## src/rtl/dll_dly_ctrl.sv

```systemverilog
// DLL delay-code controller: filters early/late phase-detector votes and
// steps a 6-bit {coarse,fine} delay code, flagging lock and saturation.
//
// Ports:
//   i_clk, i_rstn         clock, async active-low reset
//   i_en                  loop enable (0 = hold code, clear filter/lock/errors)
//   i_pd_valid, i_pd_up   phase-detector strobe and direction (1 = more delay)
//   o_sel_coarse [2:0]    code[5:3]
//   o_sel_fine   [2:0]    code[2:0]
//   o_lock                dithering around one code
//   o_max_err, o_min_err  sticky: step blocked at code 63 / code 0
module dll_dly_ctrl #(
   parameter int FILT_N     = 4,
   parameter int SETTLE_CYC = 4,
   parameter int LOCK_CNT   = 4
) (
   input  logic       i_clk,
   input  logic       i_rstn,
   input  logic       i_en,
   input  logic       i_pd_valid,
   input  logic       i_pd_up,
   output logic [2:0] o_sel_coarse,
   output logic [2:0] o_sel_fine,
   output logic       o_lock,
   output logic       o_max_err,
   output logic       o_min_err
);

   typedef enum logic [1:0] {
      IDLE,
      SETTLE,
      SAMPLE
   } state_t;

   localparam logic signed [4:0] FILT_P   = 5'(FILT_N);
   localparam logic signed [4:0] FILT_M   = -FILT_P;
   localparam logic        [3:0] SETTLE_L = 4'(SETTLE_CYC);
   localparam logic        [3:0] LOCK_L   = 4'(LOCK_CNT);

   state_t            state_q, state_d;
   logic [5:0]        code_q, code_d;
   logic signed [4:0] acc_q, acc_d;
   logic signed [4:0] acc_inc;
   logic [3:0]        settle_q, settle_d;
   logic [3:0]        rev_q, rev_d;
   logic              last_up_q, last_up_d;
   logic              lock_q, lock_d;
   logic              max_q, max_d;
   logic              min_q, min_d;
   logic              dec;

   always_comb begin
      state_d   = state_q;
      code_d    = code_q;
      acc_d     = acc_q;
      settle_d  = settle_q;
      rev_d     = rev_q;
      last_up_d = last_up_q;
      lock_d    = lock_q;
      max_d     = max_q;
      min_d     = min_q;
      dec       = 1'b0;
      acc_inc   = i_pd_up ? acc_q + 5'sd1 : acc_q - 5'sd1;

      if (!i_en) begin
         state_d  = IDLE;
         acc_d    = '0;
         settle_d = '0;
         rev_d    = '0;
         lock_d   = 1'b0;
         max_d    = 1'b0;
         min_d    = 1'b0;
      end else begin
         unique case (state_q)
            IDLE: begin
               state_d  = SETTLE;
               settle_d = SETTLE_L;
            end
            SETTLE: begin
               settle_d = settle_q - 4'd1;
               if (settle_q <= 4'd1) begin
                  settle_d = '0;
                  state_d  = SAMPLE;
               end
            end
            SAMPLE: begin
               if (i_pd_valid) begin
                  acc_d = acc_inc;
                  if (acc_inc == FILT_P || acc_inc == FILT_M) begin
                     dec      = 1'b1;
                     acc_d    = '0;
                     state_d  = SETTLE;
                     settle_d = SETTLE_L;
                  end
               end
            end
            default: state_d = IDLE;
         endcase
      end

      // Blocked steps at the range ends still count for lock tracking.
      if (dec) begin
         last_up_d = i_pd_up;
         if (i_pd_up != last_up_q) begin
            rev_d = (rev_q >= LOCK_L) ? LOCK_L : rev_q + 4'd1;
            if (rev_d == LOCK_L) lock_d = 1'b1;
         end else begin
            rev_d  = '0;
            lock_d = 1'b0;
         end
         if (i_pd_up) begin
            if (code_q == 6'd63) begin
               max_d = 1'b1;
            end else begin
               code_d = code_q + 6'd1;
               min_d  = 1'b0;
            end
         end else begin
            if (code_q == 6'd0) begin
               min_d = 1'b1;
            end else begin
               code_d = code_q - 6'd1;
               max_d  = 1'b0;
            end
         end
      end
   end

   always_ff @(posedge i_clk or negedge i_rstn) begin
      if (!i_rstn) begin
         state_q   <= IDLE;
         code_q    <= '0;
         acc_q     <= '0;
         settle_q  <= '0;
         rev_q     <= '0;
         last_up_q <= 1'b1;
         lock_q    <= 1'b0;
         max_q     <= 1'b0;
         min_q     <= 1'b0;
      end else begin
         state_q   <= state_d;
         code_q    <= code_d;
         acc_q     <= acc_d;
         settle_q  <= settle_d;
         rev_q     <= rev_d;
         last_up_q <= last_up_d;
         lock_q    <= lock_d;
         max_q     <= max_d;
         min_q     <= min_d;
      end
   end

   assign o_sel_coarse = code_q[5:3];
   assign o_sel_fine   = code_q[2:0];
   assign o_lock       = lock_q;
   assign o_max_err    = max_q;
   assign o_min_err    = min_q;

endmodule
```

## config.mk

```make
export PLATFORM = sky130hd
export DESIGN_NAME = dll_dly_ctrl
export DESIGN_NICKNAME = d
export VERILOG_FILES = /design/src/rtl/dll_dly_ctrl.sv
export SDC_FILE = /design/constraint.sdc
export NUM_CORES = 1
export LEC_CHECK = 0
export CELL_PAD_IN_SITES_DETAIL_PLACEMENT = 1
export CELL_PAD_IN_SITES_GLOBAL_PLACEMENT = 1
export CORE_ASPECT_RATIO = 0.5
export CORE_UTILIZATION = 30
export CTS_CLUSTER_DIAMETER = 50
export DETAILED_ROUTE_END_ITERATION = 6
export PLACE_DENSITY_LB_ADDON = 0.1
export SYNTH_ARGS = -nofsm -noshare
export SYNTH_HDL_FRONTEND = slang
export SYNTH_SLANG_ARGS = --single-unit
```

## constraint.sdc

```tcl
create_clock -name i_clk -period 2.8 [get_ports i_clk]
set_input_delay 0.56 -clock i_clk [delete_from_list [all_inputs] [get_ports i_clk]]
set_output_delay 0.56 -clock i_clk [all_outputs]
set_load 0.05 [all_outputs]
```

[After elaboration in Yosys (flattened, before gate mapping)]
Index checks and enable logic that the tools add are counted.
Cells by class
  equal/unequal tests: 16
  $add $sub $neg: 6
  multiplexer cells: 40
  magnitude comparators: 2
  reductions and logical operators: 7
Operators with widths (number)
  $mux 4: 8
  $mux 5: 5
  $mux 1: 18
  $mux 6: 3
  $pmux 4 s3: 1
  $ne 3x3->1 const B: 3
  $reduce_and 3->1: 3
  $mux 2: 4
  $add 6x1->6 const B: 1
  $eq 6x6->1 const B: 1
  $logic_not 6->1: 1
  $ne 2x1->1 const B: 3
  $pmux 2 s3: 1
  $sub 6x1->6 const B: 1
  $add 5x2->5 const B: 1
  $eq 5x3->1 const B: 1
  $eq 5x4->1 const B: 1
  $sub 5x2->5 const B: 1
  $add 4x1->4 const B: 1
  $eq 4x3->1 const B: 1
  $ge 4x3->1 const B: 1
  $le 4x1->1 const B: 1
  $ne 2x2->1 const B: 2
  $ne 4x1->1 const B: 1
  7 further kinds: 7
Word-level totals
  logic and storage cells: 80
  bits in registers: 25
  output and inout bits: 9
  input bits: 5

[Depth between registers and ports, before layout]
  depth in word-level cells: 9
  mapped depth: 10
  depth with buffers taken out: 8

[Worst setup path after synthesis]
Ideal clock, no wire load.
  path type: input port to flip-flop
  start: in i_pd_up
  end: reg code_q[1]
  stages on the path: 9
  arrival time: 2.818 ns
  slack: -0.143 ns
  required time: 2.675 ns
  path buffers: 1
  setup time: 0.125 ns
  path through: buf_2 > inv_2 > ha_1 > and3_4 > or3_4 > a211oi_4 > nor2_4 > mux2i_4 > mux2_4
Between the ends
  longest elaborated chain between the ends: 8
  elaborated cells on any way between the ends: 12
RTL lines
  start, declared: line 21  | input logic i_pd_up,
  $mux 5: line 63  | acc_inc = i_pd_up ? acc_q + 5'sd1 : acc_q - 5'sd1;
  $eq 5x4->1 or $eq 5x3->1 (tied branches): line 89  | if (acc_inc == FILT_P || acc_inc == FILT_M) begin
  $logic_or 1x1->1: line 89
  $mux 1: line 89
  $mux 1: line 87  | if (i_pd_valid) begin
  $mux 1: line 74  | unique case (state_q)
  $mux 1: line 65  | if (!i_en) begin
  $reduce_and 3->1 (no line)
  end signal, assigned: line 142  | code_q <= code_d;
  end, declared: line 41  | logic [5:0] code_q, code_d;
Several ways; a longest one is shown, not always the timed one.
A chain may end at the register's enable or synchronous reset.

[Worst setup path after layout]
  start: in i_pd_up
  end: reg settle_q[0]
Between the ends
  longest elaborated chain between the ends: 5
  elaborated cells on any way between the ends: 6
RTL lines
  $mux 5 *: line 63
  $eq 5x4->1 or $eq 5x3->1 (tied branches): line 89
  $logic_or 1x1->1 *: line 89
  $ne 3x3->1 (no line) *
  $reduce_and 3->1 (no line) *
  end signal, assigned: line 144  | settle_q <= settle_d;
  end, declared: line 44  | logic [3:0] settle_q, settle_d;
Mark *: on every way between the ends. The rest lies on a longest branch, timed or not.

==> impl_metrics.tcl <==
set metrics [dict create \
    status "completed" \
    powerDensity_mw_per_mm2 540 \
    numPortBuffers 13 \
    synth_top_cells_by_area "dfrtp_1 (35%), ha_1 (8.0%), a21oi_1 (3.8%)" \
    cts-buffers-inserted 3 \
    slew_viol_final 0 \
    clock_sinks 25 \
    crit_chain "dlygate4sd2_1 -> inv_6 -> ha_1 -> and3_4 -> or3_4 -> and2_1 -> xnor2_2 -> a311oi_1 -> buf_4 -> a21o_1" \
    ys.flop_type "dfrtp_1" \
    die_w_um 109 \
    clkLatencyLatePin_ns 0.26 \
    drt_wl_total_um 4390 \
    fin_setup_tns_ns 0 \
    dp_hpwl_um 3380 \
    finalSetupViolations 0 \
    placement.cell_area_mm2 0.00216 \
    drive_above_1_share 0.202 \
    vias 1493 \
    min_path_cells 2 \
    stdcell_area_mm2 0.00224 \
    grt_pass1_vias 1580 \
    synth_top_area_share 0.347 \
    synth.yosys.seq_area_share 0.362 \
    drv_cap 0 \
    synth_common_cells "dfrtp_1 (24), nand2_1 (16), a21oi_1 (13), ha_1 (11), nor3_1 (11)" \
    post_drt_via_cell_ratio 5.13 \
    arrival_ns 2.83 \
    clk_pin_slew_ns 0.07 \
    cts-root-buf "clkbuf_16" \
    postRouteAntennaNets 0 \
    diodes 0 \
    timing.final.ws_setup_ns 0.118 \
    grt_pass1_wl_um 7600 \
    yosysMostFrequentCell "dfrtp_1" \
    drcViolationCount 0 \
    fmax_ghz 0.373 \
    initial_core_util 0.314 \
    core_area_mm2 0.00552 \
    grt_max_degree 26 \
    ys_warn_count 0 \
    io_pins 14 \
    rsz0062_at_grt "no" \
    final_util 0.405 \
    finalCriticalPeriod_ns 2.68 \
    worst-path-buf-inv 3 \
    synth_area_leader_cell "dfrtp_1" \
    clk_path_buf_depth 2 \
    hp-class "flop to flop" \
    avgRoutedWirePerCell_um 15.1 \
    h-tree-depth 1 \
    drt-initial-drc-count 28 \
    nNetsFinal 237 \
    synth_edf_count 0 \
    die_area_mm2 0.00609 \
    reg2regPathDepth 7 \
    grt_antenna_before_repair 0 \
    yosysUniqueCellTypes 55 \
    cp_max_fo 6 \
    endpoint_kind "flop" \
    cp.required_ns 2.95 \
    worstMarginPinSlew_ns 0.499 \
    power_uw 1210 \
    syn_to_final_growth_pct 29.2 \
    synth_nets 196 \
    skew_ns 0.00399 \
    p_leak_uw 0.00103 \
    critical-path-max-stage-delay_ns 0.39 \
    place_ws_ns -0.435 \
    slowest_stage "or3_4" \
    overflow 0 \
    die_h_um 55.7 \
    worst-setup-path-type "primary input to flop" \
    worst-path-stages 10 \
    postSynth.asyncResetShare 1.00 \
    yosys_register_bits 25 \
    ir_drop_mv 0.219 \
    postCtsSetupRepairBufs 0 \
    relSlewSlack 0.666 \
    grt_use_total 0.161 \
    fin_crit_sh 0.958 \
    start_kind "primary input" \
    netlist_area_mm2 0.00173 \
    gp_congestion 0.731 \
    drt_first_pass_iters 4 \
    crit_family "simple AND/OR/NAND/NOR gates" \
    syn_inst 178 \
    cts_tree "done" \
    syn_area_per_cell_um2 9.72 \
    rows 19 \
    hold_viol 0 \
]
## power by group
group	internal [µW]	switching [µW]
clock network	195	130
registers	402	57.1
logic	204	219
total	801	407
## logic make-up (layout without fill, tap and decap cells)
group                    Yosys count  after routing  synth area share
AND/OR/NAND/NOR                   65             65             0.200
AO/OA/AOI/OAI                     48             48             0.195
flip-flops                        25             25             0.362
adder cells (fa/ha/maj)           13             13             0.103
buffers and inverters             12             52            0.0275
XOR/XNOR                           8              8            0.0528
multiplexers                       7              7            0.0600
## state kept, by name (all words and copies together) (netlist names)
signal / count
o_lock: 1
acc_q: 5
settle_q: 4
last_up_q: 1
o_max_err: 1
state_q: 2
o_min_err: 1
code_q: 6
rev_q: 4
## cells in the final DEF, fill, tap and decap left out, types with 3 or more instances in the layout
| cell | count |
|---|---|
| a21oi_1 | 13 |
| inv_1 | 7 |
| xnor2_1 | 5 |
| o21ai_0 | 5 |
| ha_1 | 10 |
| nor2_1 | 8 |
| and2_1 | 4 |
| o21a_1 | 3 |
| mux2_4 | 4 |
| dfrtp_1 | 24 |
| nor3_1 | 11 |
| a21o_1 | 6 |
| nand2_1 | 16 |
| o21ai_1 | 3 |
| buf_4 | 26 |
| clkbuf_16 | 3 |
| nand3_1 | 8 |
| clkdlybuf4s50_1 | 12 |
## final timing paths
check	start	end	slack, ns
worst max-delay path	i_pd_up	settle_q[0]	0.12
worst min-delay path	last_up_q	last_up_q	0.52
min in group asynchronous	i_rstn	o_lock	0.68
worst min register to register	last_up_q	last_up_q	0.52
max in group asynchronous	i_rstn	last_up_q	1.82
worst max register to register	acc_q[0]	code_q[4]	0.37
## through the flow
stage,instances,hold slack (ns)
after floorplan,178,0.264
after global placement,287,0.503
after detailed placement,287,0.513
after CTS,291,0.521
after global routing,291,0.547
final,291,0.516
## layer usage
layer	GRT usage	wire, µm	vias to the layer above
met5	0	0	-
met4	0.0267	32	0
met3	0.0398	145	4
met2	0.279	2100	18
met1	0.206	2110	732
li1	-	-	739
## tightest hold or removal path, stage by stage, from the launching register on
cell     delay, ns
dfstp_2       0.39
o21ai_1       0.07
nand2_1       0.05
## timing repair
action,CTS,global route
hold buffers,0,0
gates resized for setup,1,0
setup endpoints to repair,17,0
## final cells by class
cell class                 instances  area, µm²
timing repair buffer              39        324
clock buffer                       4       78.8
inverter                           9       38.8
multi-input combinational        141       1080
fill                             654       3280
sequential                        25        627
tap                               73       91.3
No activity file was read; power rests on OpenSTA's default activity.
